### src/rtl/riscv_pkg.sv
// Shared RV32I pipeline definitions: next-PC select encodings, NOP word,
// base opcodes and the fetch-stage state enum.
package riscv_pkg;

    typedef enum logic [1:0] {
        PC_SEL_PC4    = 2'd0,
        PC_SEL_JAL    = 2'd1,
        PC_SEL_JALR   = 2'd2,
        PC_SEL_BRANCH = 2'd3
    } pc_sel_e;

    // addi x0, x0, 0
    localparam logic [31:0] NOP_INS = 32'h0000_0013;

    localparam logic [6:0] OPC_LUI    = 7'b0110111;
    localparam logic [6:0] OPC_AUIPC  = 7'b0010111;
    localparam logic [6:0] OPC_JAL    = 7'b1101111;
    localparam logic [6:0] OPC_JALR   = 7'b1100111;
    localparam logic [6:0] OPC_BRANCH = 7'b1100011;
    localparam logic [6:0] OPC_LOAD   = 7'b0000011;
    localparam logic [6:0] OPC_STORE  = 7'b0100011;
    localparam logic [6:0] OPC_OP_IMM = 7'b0010011;
    localparam logic [6:0] OPC_OP     = 7'b0110011;

    typedef enum logic [2:0] {
        FETCH_IDLE,
        FETCH_REQ,
        FETCH_WAIT,
        FETCH_STALL,
        FETCH_DROP
    } fetch_state_e;

endpackage

### src/rtl/next_pc_mux.sv
// Next-PC selection: sequential pc+4, or the stage-2 target chosen by sel
// when a redirect is in progress. Purely combinational.
module next_pc_mux
    import riscv_pkg::*;
#(
    parameter int unsigned XLEN = 32
) (
    input  logic            redirect,
    input  logic [1:0]      sel,
    input  logic [XLEN-1:0] pc,
    input  logic [XLEN-1:0] jal_target,
    input  logic [XLEN-1:0] jalr_target,
    input  logic [XLEN-1:0] branch_target,
    output logic [XLEN-1:0] next_pc
);

    // Sequential advance unless redirecting; jalr clears bit 0 of its target
    always_comb begin
        next_pc = pc + XLEN'(4);
        if (redirect) begin
            case (sel)
                PC_SEL_JAL:    next_pc = jal_target;
                PC_SEL_JALR:   next_pc = {jalr_target[XLEN-1:1], 1'b0};
                PC_SEL_BRANCH: next_pc = branch_target;
                default:       next_pc = pc + XLEN'(4);
            endcase
        end
    end

endmodule

### src/rtl/fetch_stage.sv
// Fetch stage (pipeline stages 0/1): owns the PC, issues instruction-memory
// reads with at most one outstanding, and fills the IF/ID register.
// Optional build macro: FETCH_PERF_CNT_EN adds fetch_count / flush_count.
module fetch_stage
    import riscv_pkg::*;
#(
    parameter int unsigned     XLEN     = 32,
    parameter logic [XLEN-1:0] RESET_PC = '0
) (
    input  logic            clk,
    input  logic            rst_n,
    input  logic [1:0]      pc_next_address_sel,
    input  logic            should_stall_0_1,
    input  logic [XLEN-1:0] jal_target,
    input  logic [XLEN-1:0] jalr_target,
    input  logic [XLEN-1:0] branch_target,
    output logic            imem_req,
    output logic [XLEN-1:0] imem_addr,
    input  logic            imem_ready,
    input  logic            imem_rvalid,
    input  logic [XLEN-1:0] imem_rdata,
    input  logic            id_ready,
    output logic            if_id_valid,
    output logic [XLEN-1:0] if_id_ins,
    output logic [XLEN-1:0] if_id_pc
`ifdef FETCH_PERF_CNT_EN
    ,
    output logic [31:0]     fetch_count,
    output logic [31:0]     flush_count
`endif
);

    localparam logic [XLEN-1:0] NOP = XLEN'(NOP_INS);

    fetch_state_e    state_q, state_d;
    logic [XLEN-1:0] pc_q, pc_d;
    logic [XLEN-1:0] inflight_pc_q, inflight_pc_d;
    logic [XLEN-1:0] pend_ins_q, pend_ins_d;
    logic [XLEN-1:0] pend_pc_q, pend_pc_d;
    logic            if_id_valid_q, if_id_valid_d;
    logic [XLEN-1:0] if_id_ins_q, if_id_ins_d;
    logic [XLEN-1:0] if_id_pc_q, if_id_pc_d;

    logic [XLEN-1:0] next_pc;
    logic            room;
    logic            accept;
    logic            req;
    logic            if_id_load;
    logic [XLEN-1:0] load_ins;
    logic [XLEN-1:0] load_pc;

    next_pc_mux #(.XLEN(XLEN)) u_next_pc_mux (
        .redirect      (should_stall_0_1),
        .sel           (pc_next_address_sel),
        .pc            (pc_q),
        .jal_target    (jal_target),
        .jalr_target   (jalr_target),
        .branch_target (branch_target),
        .next_pc       (next_pc)
    );

    // FSM next state, memory request, PC advance and IF/ID update
    always_comb begin
        state_d       = state_q;
        pc_d          = pc_q;
        inflight_pc_d = inflight_pc_q;
        pend_ins_d    = pend_ins_q;
        pend_pc_d     = pend_pc_q;
        if_id_valid_d = if_id_valid_q;
        if_id_ins_d   = if_id_ins_q;
        if_id_pc_d    = if_id_pc_q;
        req           = 1'b0;
        accept        = 1'b0;
        if_id_load    = 1'b0;
        load_ins      = imem_rdata;
        load_pc       = inflight_pc_q;
        room          = !if_id_valid_q || id_ready;

        if (if_id_valid_q && id_ready) begin
            if_id_valid_d = 1'b0;
            if_id_ins_d   = NOP;
        end

        case (state_q)
            FETCH_IDLE: state_d = FETCH_REQ;
            FETCH_REQ: begin
                req = 1'b1;
                if (imem_ready) begin
                    accept  = 1'b1;
                    state_d = FETCH_WAIT;
                end
            end
            FETCH_WAIT: begin
                if (imem_rvalid && !should_stall_0_1) begin
                    if (room) begin
                        if_id_load = 1'b1;
                        req        = 1'b1;
                        if (imem_ready) begin
                            accept = 1'b1;
                        end else begin
                            state_d = FETCH_REQ;
                        end
                    end else begin
                        // Decode refused the previous word after this read was
                        // issued: park the response until IF/ID drains.
                        pend_ins_d = imem_rdata;
                        pend_pc_d  = inflight_pc_q;
                        state_d    = FETCH_STALL;
                    end
                end
            end
            FETCH_STALL: begin
                if (id_ready) begin
                    if_id_load = 1'b1;
                    load_ins   = pend_ins_q;
                    load_pc    = pend_pc_q;
                    state_d    = FETCH_REQ;
                end
            end
            FETCH_DROP: begin
                if (imem_rvalid) begin
                    state_d = FETCH_REQ;
                end
            end
            default: state_d = FETCH_IDLE;
        endcase

        if (if_id_load) begin
            if_id_valid_d = 1'b1;
            if_id_ins_d   = load_ins;
            if_id_pc_d    = load_pc;
        end

        if (accept) begin
            inflight_pc_d = pc_q;
            pc_d          = next_pc;
        end

        // Redirect overrides everything above. A response arriving in the
        // redirect cycle retires the outstanding read, so WAIT/DROP go
        // straight to REQ instead of waiting for a reply that never comes.
        if (should_stall_0_1) begin
            pc_d          = next_pc;
            if_id_valid_d = 1'b0;
            if_id_ins_d   = NOP;
            if_id_pc_d    = if_id_pc_q;
            case (state_q)
                FETCH_WAIT: state_d = imem_rvalid ? FETCH_REQ : FETCH_DROP;
                FETCH_REQ:  state_d = imem_ready  ? FETCH_DROP : FETCH_REQ;
                FETCH_DROP: state_d = imem_rvalid ? FETCH_REQ : FETCH_DROP;
                default:    state_d = FETCH_REQ;
            endcase
        end
    end

    // State, PC and IF/ID registers
    always_ff @(posedge clk or negedge rst_n) begin
        if (!rst_n) begin
            state_q       <= FETCH_IDLE;
            pc_q          <= RESET_PC;
            inflight_pc_q <= '0;
            pend_ins_q    <= NOP;
            pend_pc_q     <= '0;
            if_id_valid_q <= 1'b0;
            if_id_ins_q   <= NOP;
            if_id_pc_q    <= '0;
        end else begin
            state_q       <= state_d;
            pc_q          <= pc_d;
            inflight_pc_q <= inflight_pc_d;
            pend_ins_q    <= pend_ins_d;
            pend_pc_q     <= pend_pc_d;
            if_id_valid_q <= if_id_valid_d;
            if_id_ins_q   <= if_id_ins_d;
            if_id_pc_q    <= if_id_pc_d;
        end
    end

    assign imem_req    = req;
    assign imem_addr   = pc_q;
    assign if_id_valid = if_id_valid_q;
    assign if_id_ins   = if_id_ins_q;
    assign if_id_pc    = if_id_pc_q;

`ifdef FETCH_PERF_CNT_EN
    logic [31:0] fetch_count_q, fetch_count_d;
    logic [31:0] flush_count_q, flush_count_d;

    // Count IF/ID writes not squashed in the same cycle, and redirect cycles
    always_comb begin
        fetch_count_d = fetch_count_q;
        flush_count_d = flush_count_q;
        if (if_id_load && !should_stall_0_1) begin
            fetch_count_d = fetch_count_q + 32'd1;
        end
        if (should_stall_0_1) begin
            flush_count_d = flush_count_q + 32'd1;
        end
    end

    // Performance counter registers
    always_ff @(posedge clk or negedge rst_n) begin
        if (!rst_n) begin
            fetch_count_q <= '0;
            flush_count_q <= '0;
        end else begin
            fetch_count_q <= fetch_count_d;
            flush_count_q <= flush_count_d;
        end
    end

    assign fetch_count = fetch_count_q;
    assign flush_count = flush_count_q;
`endif

endmodule

### config.mk
export PLATFORM = sky130hd
export DESIGN_NAME = fetch_stage
export DESIGN_NICKNAME = d
export VERILOG_FILES = /design/src/rtl/riscv_pkg.sv /design/src/rtl/next_pc_mux.sv /design/src/rtl/fetch_stage.sv
export SDC_FILE = /design/constraint.sdc
export NUM_CORES = 1
export LEC_CHECK = 0
export BUFFER_PORTS_ARGS = -buffer_cell sky130_fd_sc_hd__buf_2
export CORE_MARGIN = 2
export CORE_UTILIZATION = 49
export DETAILED_ROUTE_END_ITERATION = 8
export PLACE_DENSITY = 0.89
export SLEW_MARGIN = 10
export SYNTH_ARGS = -nofsm -noshare
export SYNTH_HDL_FRONTEND = slang
export SYNTH_SLANG_ARGS = --single-unit
### constraint.sdc
create_clock -name clk -period 1.85 [get_ports clk]
set_clock_uncertainty 0.05 [all_clocks]
set_input_delay 0.0925 -clock clk [delete_from_list [all_inputs] [get_ports clk]]
set_output_delay 0.0925 -clock clk [all_outputs]
set_load 0.01 [all_outputs]
==> results.cfg, run 1 <==
[clock_network]
numCtsBuffers = 17
path_clk_slew_ns = 0.08
clockBufferDepth = 2
htree_levels = 4
cts_tree = yes
numClockSinks = 196
clk_latency_ns = 0.44
clockRootBuffer = clkbuf_16

[place]
io_buffers = 232
place_congestion = 0.886
hpwl_mm = 18.4
dpl_cell_area_mm2 = 0.0116

[synth]
yosys_warnings = 0
yosys.area_share.simple = 0.0975
yosys.cell_types.count = 58
synth_common_cells = dfrtp_1, nand2_1, mux2i_1, o21ai_0, mux2_2
synth_compound_gate_area_share = 0.116
synth_top_area_frac = 0.495
syn_area_mm2 = 0.00960
synthAdderAreaFrac = 0.00130
synthMuxAreaShare = 0.229
syn_inst = 837
synth_ff_type = dfrtp_1
avgSynthCellArea_um2 = 11.5
synth_largest_area_cell = dfrtp_1
ys_top_cells_by_area = dfrtp_1, mux2i_1, mux2_2, o21ai_0, mux2_4
synth.most_common_cell = dfrtp_1
synthXorXnorAreaFrac = 0.0119
synth_top_family_by_area = multiplexers
synth_nets = 974
async_flop_share = 1.00
seq_area_frac_synth = 0.512
synth_seq_cells = 196
synth_edf_count = 0

[floorplanning]
dieWidth_um = 144
fp.coreArea_mm2 = 0.0193
dieArea_mm2 = 0.0207
fp-row-count = 51
die_h_um = 144
initial_core_util = 0.497
io_pins = 234

[drt]
finalWirelength_mm = 32.7
wl_per_cell_um = 22.0
dr.pass1.iters = 5
viasPerCell = 5.84
drc = 0
vias = 8703
antenna_left = 0
dr.first_iter.drc_count = 716

[worst_hold_path]
hp-class = in -> reg

[setup_path]
path_max_fanout = 6
startpoint_type = flip-flop
cp-end-kind = flip-flop
cp-endpoint = imem_addr[17]$_DFFE_PN0P_
ff2ff_setup_slack_ns = -0.20
critical_path_arrival_ns = 2.30
r2r-start = state_q[0]$_DFFE_PN0P_
critical_path.cell_chain = nand4bb_4 -> o31ai_4 -> buf_6 -> buf_12 -> o211ai_1 -> xor2_1 -> a22oi_1
required_ns = 2.10
r2r-end = imem_addr[17]$_DFFE_PN0P_
critical_path.startpoint = state_q[0]$_DFFE_PN0P_
reg2regPathDepth = 7
slowest_delay_ns = 0.44
worst_path_max_delay_cell = dfrtp_2
critPathKind = reg -> reg

[pwr]
p_per_area_mw_per_mm2 = 1160
p_sw_mw = 5.72
p_int_mw = 10.2
sequentialPowerShare = 0.383
power_frac_clock = 0.227
p_leak_nw = 7.14
p_total_mw = 15.9
p_sw_frac = 0.360
peakVddDrop_mv = 0.707
combinationalPowerShare = 0.390

[timing]
tightest_slew_ns = 0.425
setup_violations = 97
rsz0062_at_grt = yes
slew_headroom = 0.708
fin_crit_ns = 2.05
finalHoldViolCount = 0
fmaxAchievable_mhz = 489
setup_slack_ns = -0.196
finalMaxSlewViolations = 0
finalCritPeriodShare = 1.11

[flow_run]
drv_cap = 0

[grt]
grt_pass1_wl_mm = 41.4
grt_usage = 0.259
antenna_found_initial = 1
grt_overflow = 0
grt_pass1_vias = 8074
grt_max_degree = 57

[final_layout]
drive_above_1_share = 0.463
nets = 1346
fillers = 1173
syn_to_final_growth_pct = 43.1
finalInstanceArea_mm2 = 0.0137
final_core_utilization = 0.711

[outcome]
status = finished with violations
violations = setup timing
[kinds of logic after synthesis]
logic type / count (synthesis)
compound gates: 178
flops: 196
mux: 196
xor+xnor: 13
simple gates: 189
buf+inv: 64
fa+ha+maj: 1
[flip-flops by register name, indices dropped and copies added (netlist names)]
signal         flops
pend_ins_q        32
inflight_pc_q     32
if_id_valid        1
state_q            3
imem_addr         32
if_id_ins         32
pend_pc_q         32
if_id_pc          32
[metrics by stage]
stage / hold slack, ns / setup TNS, ns / cells / setup WS (ns)
after detailed placement: 0.0244 / -1.15 / 1355 / -0.116
after CTS: 0.0124 / -1.21 / 1442 / -0.0757
final: 0.0239 / -5.34 / 1489 / -0.196
after global placement: 0.0188 / -0.283 / 1355 / -0.0671
after floorplan: -0.253 / -1.51 / 837 / -0.0504
after global routing: 0.0518 / -11.52 / 1487 / -0.195
[power by group through the flow]
stage	Sequential [mW]	Combinational [mW]	Clock [mW]
floorplan	6.24	2.54	0
global placement	6.00	4.62	0
detailed placement	6.07	4.78	0
CTS	5.98	5.09	3.60
global route	6.19	6.56	3.82
finish	6.08	6.20	3.61
[final cells by class]
class / count / area [um2] / area share
Antenna cell: 2 / 5.00 / 0.000364
Clock buffer: 17 / 425 / 0.0310
Clock inverter: 15 / 144 / 0.0105
Inverter: 4 / 15.0 / 0.00109
Multi-Input combinational cell: 581 / 4720 / 0.344
Sequential cell: 196 / 4920 / 0.358
Tap cell: 265 / 332 / 0.0241
Timing Repair Buffer: 409 / 3180 / 0.232
[cell usage in the layout, fill, tap and decap left out, drive strengths merged, types with 3 or more instances in the layout]
cell	instances
nor2	20
nor2b	3
o21ai	99
o22a	5
mux2i	97
nand4	9
a22oi	14
and4	3
o2111ai	3
a211oi	3
a21o	3
dfrtp	190
nor3	8
nor4	3
a32o	4
or2	4
and3	11
nand3	10
dfstp	6
mux2	99
clkbuf	33
nand2	104
xor2	12
clkinv	7
a311o	3
dlygate4sd3	44
a21oi	20
o211ai	5
buf	349
a221oi	3
and2	8
nand2b	4
inv	10
[metal layers]
layer | vias up | routed length [um] | part of all wire | global-route usage
met3 | 159 | 2460 | 0.075 | 0.0540
met5 | - | 0 | 0 | 0
li1 | 3786 | - | - | -
met2 | 517 | 16300 | 0.50 | 0.451
met1 | 4241 | 12300 | 0.37 | 0.314
met4 | 0 | 1730 | 0.053 | 0.103
[critical path: cells and delay by family (launching register included)]
family / cells / cell delay (ns)
compound gates: 3 / 0.56
xor+xnor: 1 / 0.28
buf+inv: 2 / 0.33
flops: 1 / 0.44
simple gates: 1 / 0.26
[worst min path at each step]
stage	from	slack [ns]	endpoint	cells past startpoint
floorplan	rst_n	-0.25	if_id_ins[10]$_DFFE_PN0P_	0
global placement	rst_n	0.02	imem_addr[13]$_DFFE_PN0P_	1
detailed placement	rst_n	0.02	imem_addr[12]$_DFFE_PN0P_	1
CTS	jalr_target[27]	0.01	imem_addr[27]$_DFFE_PN0P_	4
global route	jalr_target[16]	0.05	imem_addr[16]$_DFFE_PN0P_	3
finish	jalr_target[27]	0.02	imem_addr[27]$_DFFE_PN0P_	4
[what timing repair did]
action / CTS / global route
resized for setup: 19 / 125
gates cloned: 0 / 26
hold endpoints to repair: 265 / 0
pin swaps: 10 / 40
setup buffers: 11 / 20
endpoints found under the setup margin: 63 / 128
hold buffers: 44 / 0
Note: power is estimated with default switching activity, not from simulation.
==> run 2: changes to the inputs <==
--- a/config.mk
+++ b/config.mk
@@ -7,10 +7,11 @@
 export LEC_CHECK = 0
 export BUFFER_PORTS_ARGS = -buffer_cell sky130_fd_sc_hd__buf_2
 export CORE_MARGIN = 2
-export CORE_UTILIZATION = 49
+export CORE_UTILIZATION = 48
 export DETAILED_ROUTE_END_ITERATION = 8
-export PLACE_DENSITY = 0.89
+export PLACE_DENSITY = 0.88
 export SLEW_MARGIN = 10
 export SYNTH_ARGS = -nofsm -noshare
 export SYNTH_HDL_FRONTEND = slang
+export SYNTH_HIERARCHICAL = 1
 export SYNTH_SLANG_ARGS = --single-unit
==> run 2 against run 1 <==
Net effect: the run still ends with setup timing left; power grew 6.3%; count of clock-buffer cells in the layout increased by 1; sequential share of layout area rose by 1.7 points; global-route usage fell by 1.1 points; critical path type unchanged; largest power group unchanged.
==> results.cfg, run 2 <==
[synth]
synth_seq_cells = 196
synth_ff_type = dfrtp_1
synth_edf_count = 0
seq_area_frac_synth = 0.506
synth_nets = 971
syn_inst = 834
yosys.cell_types.count = 57
avgSynthCellArea_um2 = 11.6
ys_top_cells_by_area = dfrtp_1, mux2_2, mux2i_1, o21ai_0, nand2_1
synth_largest_area_cell = dfrtp_1
synth_common_cells = dfrtp_1, mux2_2, nand2_1, mux2i_1, o21ai_0
synth_top_area_frac = 0.490
yosys_warnings = 6
syn_area_mm2 = 0.00971
synth.most_common_cell = dfrtp_1
async_flop_share = 1.00

[final_layout]
final_common_cell = buf_2
drive_above_1_share = 0.462
final_cell_mix = buf_2, dfrtp_1, mux2_2
regArea_mm2 = 0.00492
multi_input_area_mm2 = 0.00470
fillers = 1447
antenna_cells = 0
final_core_utilization = 0.655
fin_cells = 1447
nets = 1301
syn_to_final_growth_pct = 35.3

[drt]
antenna_left = 0
drc = 0
viasPerCell = 5.70
dr.pass1.iters = 6
wl_per_cell_um = 19.3
dr.first_iter.drc_count = 544
finalWirelength_mm = 28.0
vias = 8245

[floorplanning]
initial_core_util = 0.484
fp-row-count = 52
fp.coreArea_mm2 = 0.0200
die_h_um = 146
dieArea_mm2 = 0.0214
io_pins = 234
dieWidth_um = 146

[timing]
fmaxAchievable_mhz = 525
setup_slack_ns = -0.0550
hold_slack_ns = 0.0522
finalCritPeriodShare = 1.03
slew_headroom = 0.626
setup_violations = 13
finalHoldViolCount = 0
finalMaxSlewViolations = 0
fin_crit_ns = 1.90
tightest_slew_ns = 0.555
rsz0062_at_grt = yes

[clock_network]
clockBufferDepth = 2
path_clk_slew_ns = 0.08
numClockSinks = 196
clockRootBuffer = clkbuf_16
htree_levels = 4
cts_tree = yes
numCtsBuffers = 17
clk_latency_ns = 0.43

[place]
hpwl_mm = 18.1
place_congestion = 0.883
dp_cells = 1356
dp_slack_ns = -0.0883
io_buffers = 232

[grt]
grt_busiest_layer = met2
grt_overflow = 0
grt_pass1_vias = 7924
grt_pass1_wl_mm = 42.0
use_met2 = 0.415
grt_usage = 0.248
grtUsageMet3 = 0.0478
antenna_found_initial = 0
grt_use_met1 = 0.322
grt_max_degree = 65

[outcome]
status = finished with violations
violations = setup timing

[pwr]
p_total_mw = 16.9
p_leak_nw = 6.61
p_per_area_mw_per_mm2 = 1290
peakVddDrop_mv = 0.686

[setup_path]
path_max_fanout = 7
reg2regPathDepth = 7
cp-end-kind = flip-flop
ff2ff_setup_slack_ns = -0.05
critical_path_arrival_ns = 2.17
critPathKind = reg -> reg
r2r-end = imem_addr[15]$_DFFE_PN0P_
startpoint_type = flip-flop
required_ns = 2.11
r2r-start = imem_addr[8]$_DFFE_PN0P_
critical_path.startpoint = imem_addr[8]$_DFFE_PN0P_

[worst_hold_path]
min_from = jal_target[0]
hp-class = in -> reg
hold_path_end = imem_addr[0]$_DFFE_PN0P_
hold_depth = 4

[flow_run]
drv_cap = 0
[run 2: changes by cell type in the layout (fill, tap and decap cells not counted), sizes merged, moves of 10 or more]
cell,change
a31oi,+10
buf,-20
clkbuf,-11
dlygate4sd3,-10
mux2,+38
mux2i,-10
nand2,-12
nor2,-10
o21ai,-13
or4,+11
[run 2: repair_timing]
item / 4_1_cts / 5_1_grt
endpoints found under the hold margin: 116 / 0
pin swaps: 2 / 17
setup buffers: 0 / 16
resized for setup: 11 / 72
hold buffers: 34 / 0
setup endpoints to repair: 41 / 78
cloned: 1 / 8
[run 2: final cells by class]
type,count,area share
clock inverters,14,0.0112
well taps,270,0.0257
flip-flops and latches,196,0.375
clock buffers,18,0.0327
multi-input cells,576,0.358
inverters,6,0.00171
repair buffers,367,0.196
[run 2: metal layers]
metal / up-vias / wire, um
li1: 3725 / -
met1: 4029 / 11100
met2: 420 / 14000
met3: 71 / 1980
met4: 0 / 935
met5: - / 0
[run 2: how the worst max path moves through the flow]
| stage | cells past startpoint | to | slack, ns |
|---|---|---|---|
| after detailed placement | 5 | imem_addr[28]$_DFFE_PN0P_ | -0.09 |
| final | 7 | imem_addr[15]$_DFFE_PN0P_ | -0.05 |
| after global placement | 6 | imem_addr[30]$_DFFE_PN0P_ | -0.005 |
| after global routing | 5 | imem_addr[29]$_DFFE_PN0P_ | -0.09 |
| after floorplan | 8 | imem_addr[20]$_DFFE_PN0P_ | -0.06 |
| after CTS | 5 | imem_addr[12]$_DFFE_PN0P_ | -0.03 |
[run 2: through the flow]
stage                     setup TNS [ns]  instance area [um2]
after detailed placement          -0.711                11700
after CTS                         -0.316                12700
after global routing               -1.76                13100
after global placement          -0.00992                11700
final                             -0.225                13100
after floorplan                   -0.266                 9740
[run 2: logic make-up after synthesis]
logic type	Yosys count	synth area share
flops	196	0.506
simple gates	171	0.0915
buf+inv	65	0.0349
xor+xnor	14	0.0126
compound gates	163	0.105
mux	224	0.249
fa+ha+maj	1	0.00129
[run 2: power by group]
part	total (mW)	internal (mW)	switching, mW
clock	3.62	1.90	1.71
sequential	6.32	5.49	0.836
combinational	6.95	3.40	3.56
[run 2: worst max-delay path: stages (launching register included)]
cell and delay (ns):
dfrtp_2 0.37, and4_4 0.35, buf_4 0.15, buf_4 0.12, nand4_1 0.13, xor2_1 0.18, a21oi_1 0.12, mux2_1 0.32
==> run 3: changes to the inputs <==
--- a/config.mk
+++ b/config.mk
@@ -9,6 +9,7 @@
 export CORE_MARGIN = 2
 export CORE_UTILIZATION = 48
 export DETAILED_ROUTE_END_ITERATION = 8
+export MAX_ROUTING_LAYER = met4
 export PLACE_DENSITY = 0.88
 export SLEW_MARGIN = 10
 export SYNTH_ARGS = -nofsm -noshare
==> run 3 against run 2 <==
Net effect: the flow still finishes with violations (setup timing); register-to-register slack is essentially flat; clock power hardly changed; core utilization shrank 1.0 points; critical path type unchanged; critical endpoint is now imem_addr[28]$_DFFE_PN0P_.
==> results.cfg, run 3 (synthesis results as in run 2) <==
[clock_network]
numClockSinks = 196
htree_levels = 4
clockBufferDepth = 2
cts_tree = yes
numCtsBuffers = 17
clockRootBuffer = clkbuf_16
clk_latency_ns = 0.44
path_clk_slew_ns = 0.08

[timing]
setup_slack_ns = -0.0414
finalMaxSlewViolations = 0
tns_ns = -0.125
slew_headroom = 0.623
tightest_slew_ns = 0.560
hold_slack_ns = 0.0410
rsz0062_at_grt = yes
fmaxAchievable_mhz = 529
finalCritPeriodShare = 1.02
fin_crit_ns = 1.89
setup_violations = 8
finalHoldViolCount = 0

[pwr]
p_sw_frac = 0.360
p_total_mw = 16.6
power_frac_clock = 0.217
p_per_area_mw_per_mm2 = 1290
p_leak_nw = 6.54
sequentialPowerShare = 0.380
combinationalPowerShare = 0.403
p_sw_mw = 5.99
peakVddDrop_mv = 0.657
p_int_mw = 10.6

[final_layout]
final_core_utilization = 0.645
syn_to_final_growth_pct = 33.2
final_common_cell = buf_2
fillers = 1487
drive_above_1_share = 0.452
antenna_cells = 0
final_cell_mix = buf_2, dfrtp_1, mux2_2
nets = 1288

[floorplanning]
io_pins = 234
fp.coreArea_mm2 = 0.0200
dieWidth_um = 146
fp-row-count = 52
initial_core_util = 0.484
dieArea_mm2 = 0.0214
die_h_um = 146

[drt]
dr.first_iter.drc_count = 529
viasPerCell = 5.69
vias = 8155
wl_per_cell_um = 19.0
finalWirelength_mm = 27.2
drc = 0
dr.pass1.iters = 5
antenna_left = 0

[setup_path]
worst_path_max_delay_cell = or4_1
critPathKind = reg -> reg
slowest_delay_ns = 0.54
startpoint_type = flip-flop
critical_path_arrival_ns = 2.22
path_max_fanout = 6
required_ns = 2.18
critical_path.cell_chain = and4_4 -> nand3_4 -> or4_1 -> a32oi_1 -> mux2_2
cp-end-kind = flip-flop

[place]
io_buffers = 232
dp_slack_ns = -0.0883
place_congestion = 0.897
hpwl_mm = 18.1

[grt]
grt_pass1_wl_mm = 41.9
grt_overflow = 0
grt_max_degree = 65
grt_usage = 0.255
grt_pass1_vias = 7950
antenna_found_initial = 0

[outcome]
status = finished with violations
violations = setup timing

[worst_hold_path]
hp-class = in -> reg

[flow_run]
drv_cap = 0
[run 3: cell types whose count changed in the layout (fill, tap and decap cells not counted), sizes merged]
| cell | change |
|---|---|
| buf | -11 |
| clkbuf | -1 |
| nand3 | -1 |
[run 3: through the flow]
stage          std cells  cell area, um2
3_5_place_dp        1356           11700
6_report            1434           12900
5_1_grt             1434           12900
2_1_floorplan        834            9740
3_3_place_gp        1356           11700
4_1_cts             1423           12700
[run 3: final timing paths]
path	from	end	slack, ns	cells past startpoint
max in group asynchronous	rst_n	imem_addr[4]$_DFFE_PN0P_	0.89	3
min in group asynchronous	rst_n	pend_ins_q[28]$_DFFE_PN0P_	0.15	2
hold reg to reg	if_id_pc[3]$_DFFE_PN0P_	if_id_pc[3]$_DFFE_PN0P_	0.42	2
setup / recovery	imem_addr[11]$_DFFE_PN0P_	imem_addr[28]$_DFFE_PN0P_	-0.04	5
hold / removal	should_stall_0_1	state_q[2]$_DFFE_PN0P_	0.04	3
setup reg to reg	imem_addr[11]$_DFFE_PN0P_	imem_addr[28]$_DFFE_PN0P_	-0.04	5
[run 3: repair_timing]
action,4_1_cts,5_1_grt
hold endpoints to repair,116,0
hold buffers,34,0
pin swaps,2,15
buffers inserted,0,7
cloned,1,4
setup endpoints to repair,41,77
resized for setup,11,56
[run 3: power groups by stage]
stage	combinational [mW]	sequential [mW]	clock, mW
floorplan	2.92	6.75	0
global placement	5.90	6.25	0
detailed placement	6.12	6.36	0
CTS	6.27	6.29	3.68
global route	7.22	6.45	3.86
finish	6.70	6.32	3.61
[run 3: cell type report]
class | instances | area [um2] | share of cell area
clock buffer | 18 | 429 | 0.0332
clock inverter | 14 | 148 | 0.0114
inverter | 6 | 22.5 | 0.00174
multi-input combinational | 575 | 4650 | 0.360
sequential | 196 | 4920 | 0.380
tap | 270 | 338 | 0.0261
timing repair buffer | 355 | 2420 | 0.187
[run 3: critical path: cells and delay by family (launching register included)]
family / cells / cell delay, ns
simple gates: 3 / 1.02
flops: 1 / 0.38
compound gates: 1 / 0.21
mux: 1 / 0.17
[run 3: layer usage]
metal / part of all wire / routed length, um / vias up / track usage
met4: 0.032 / 882 / 0 / 0.0927
met3: 0.071 / 1930 / 61 / 0.0466
met5: 0 / 0 / - / -
li1: - / - / 3696 / -
met2: 0.50 / 13500 / 437 / 0.416
met1: 0.40 / 10900 / 3961 / 0.320
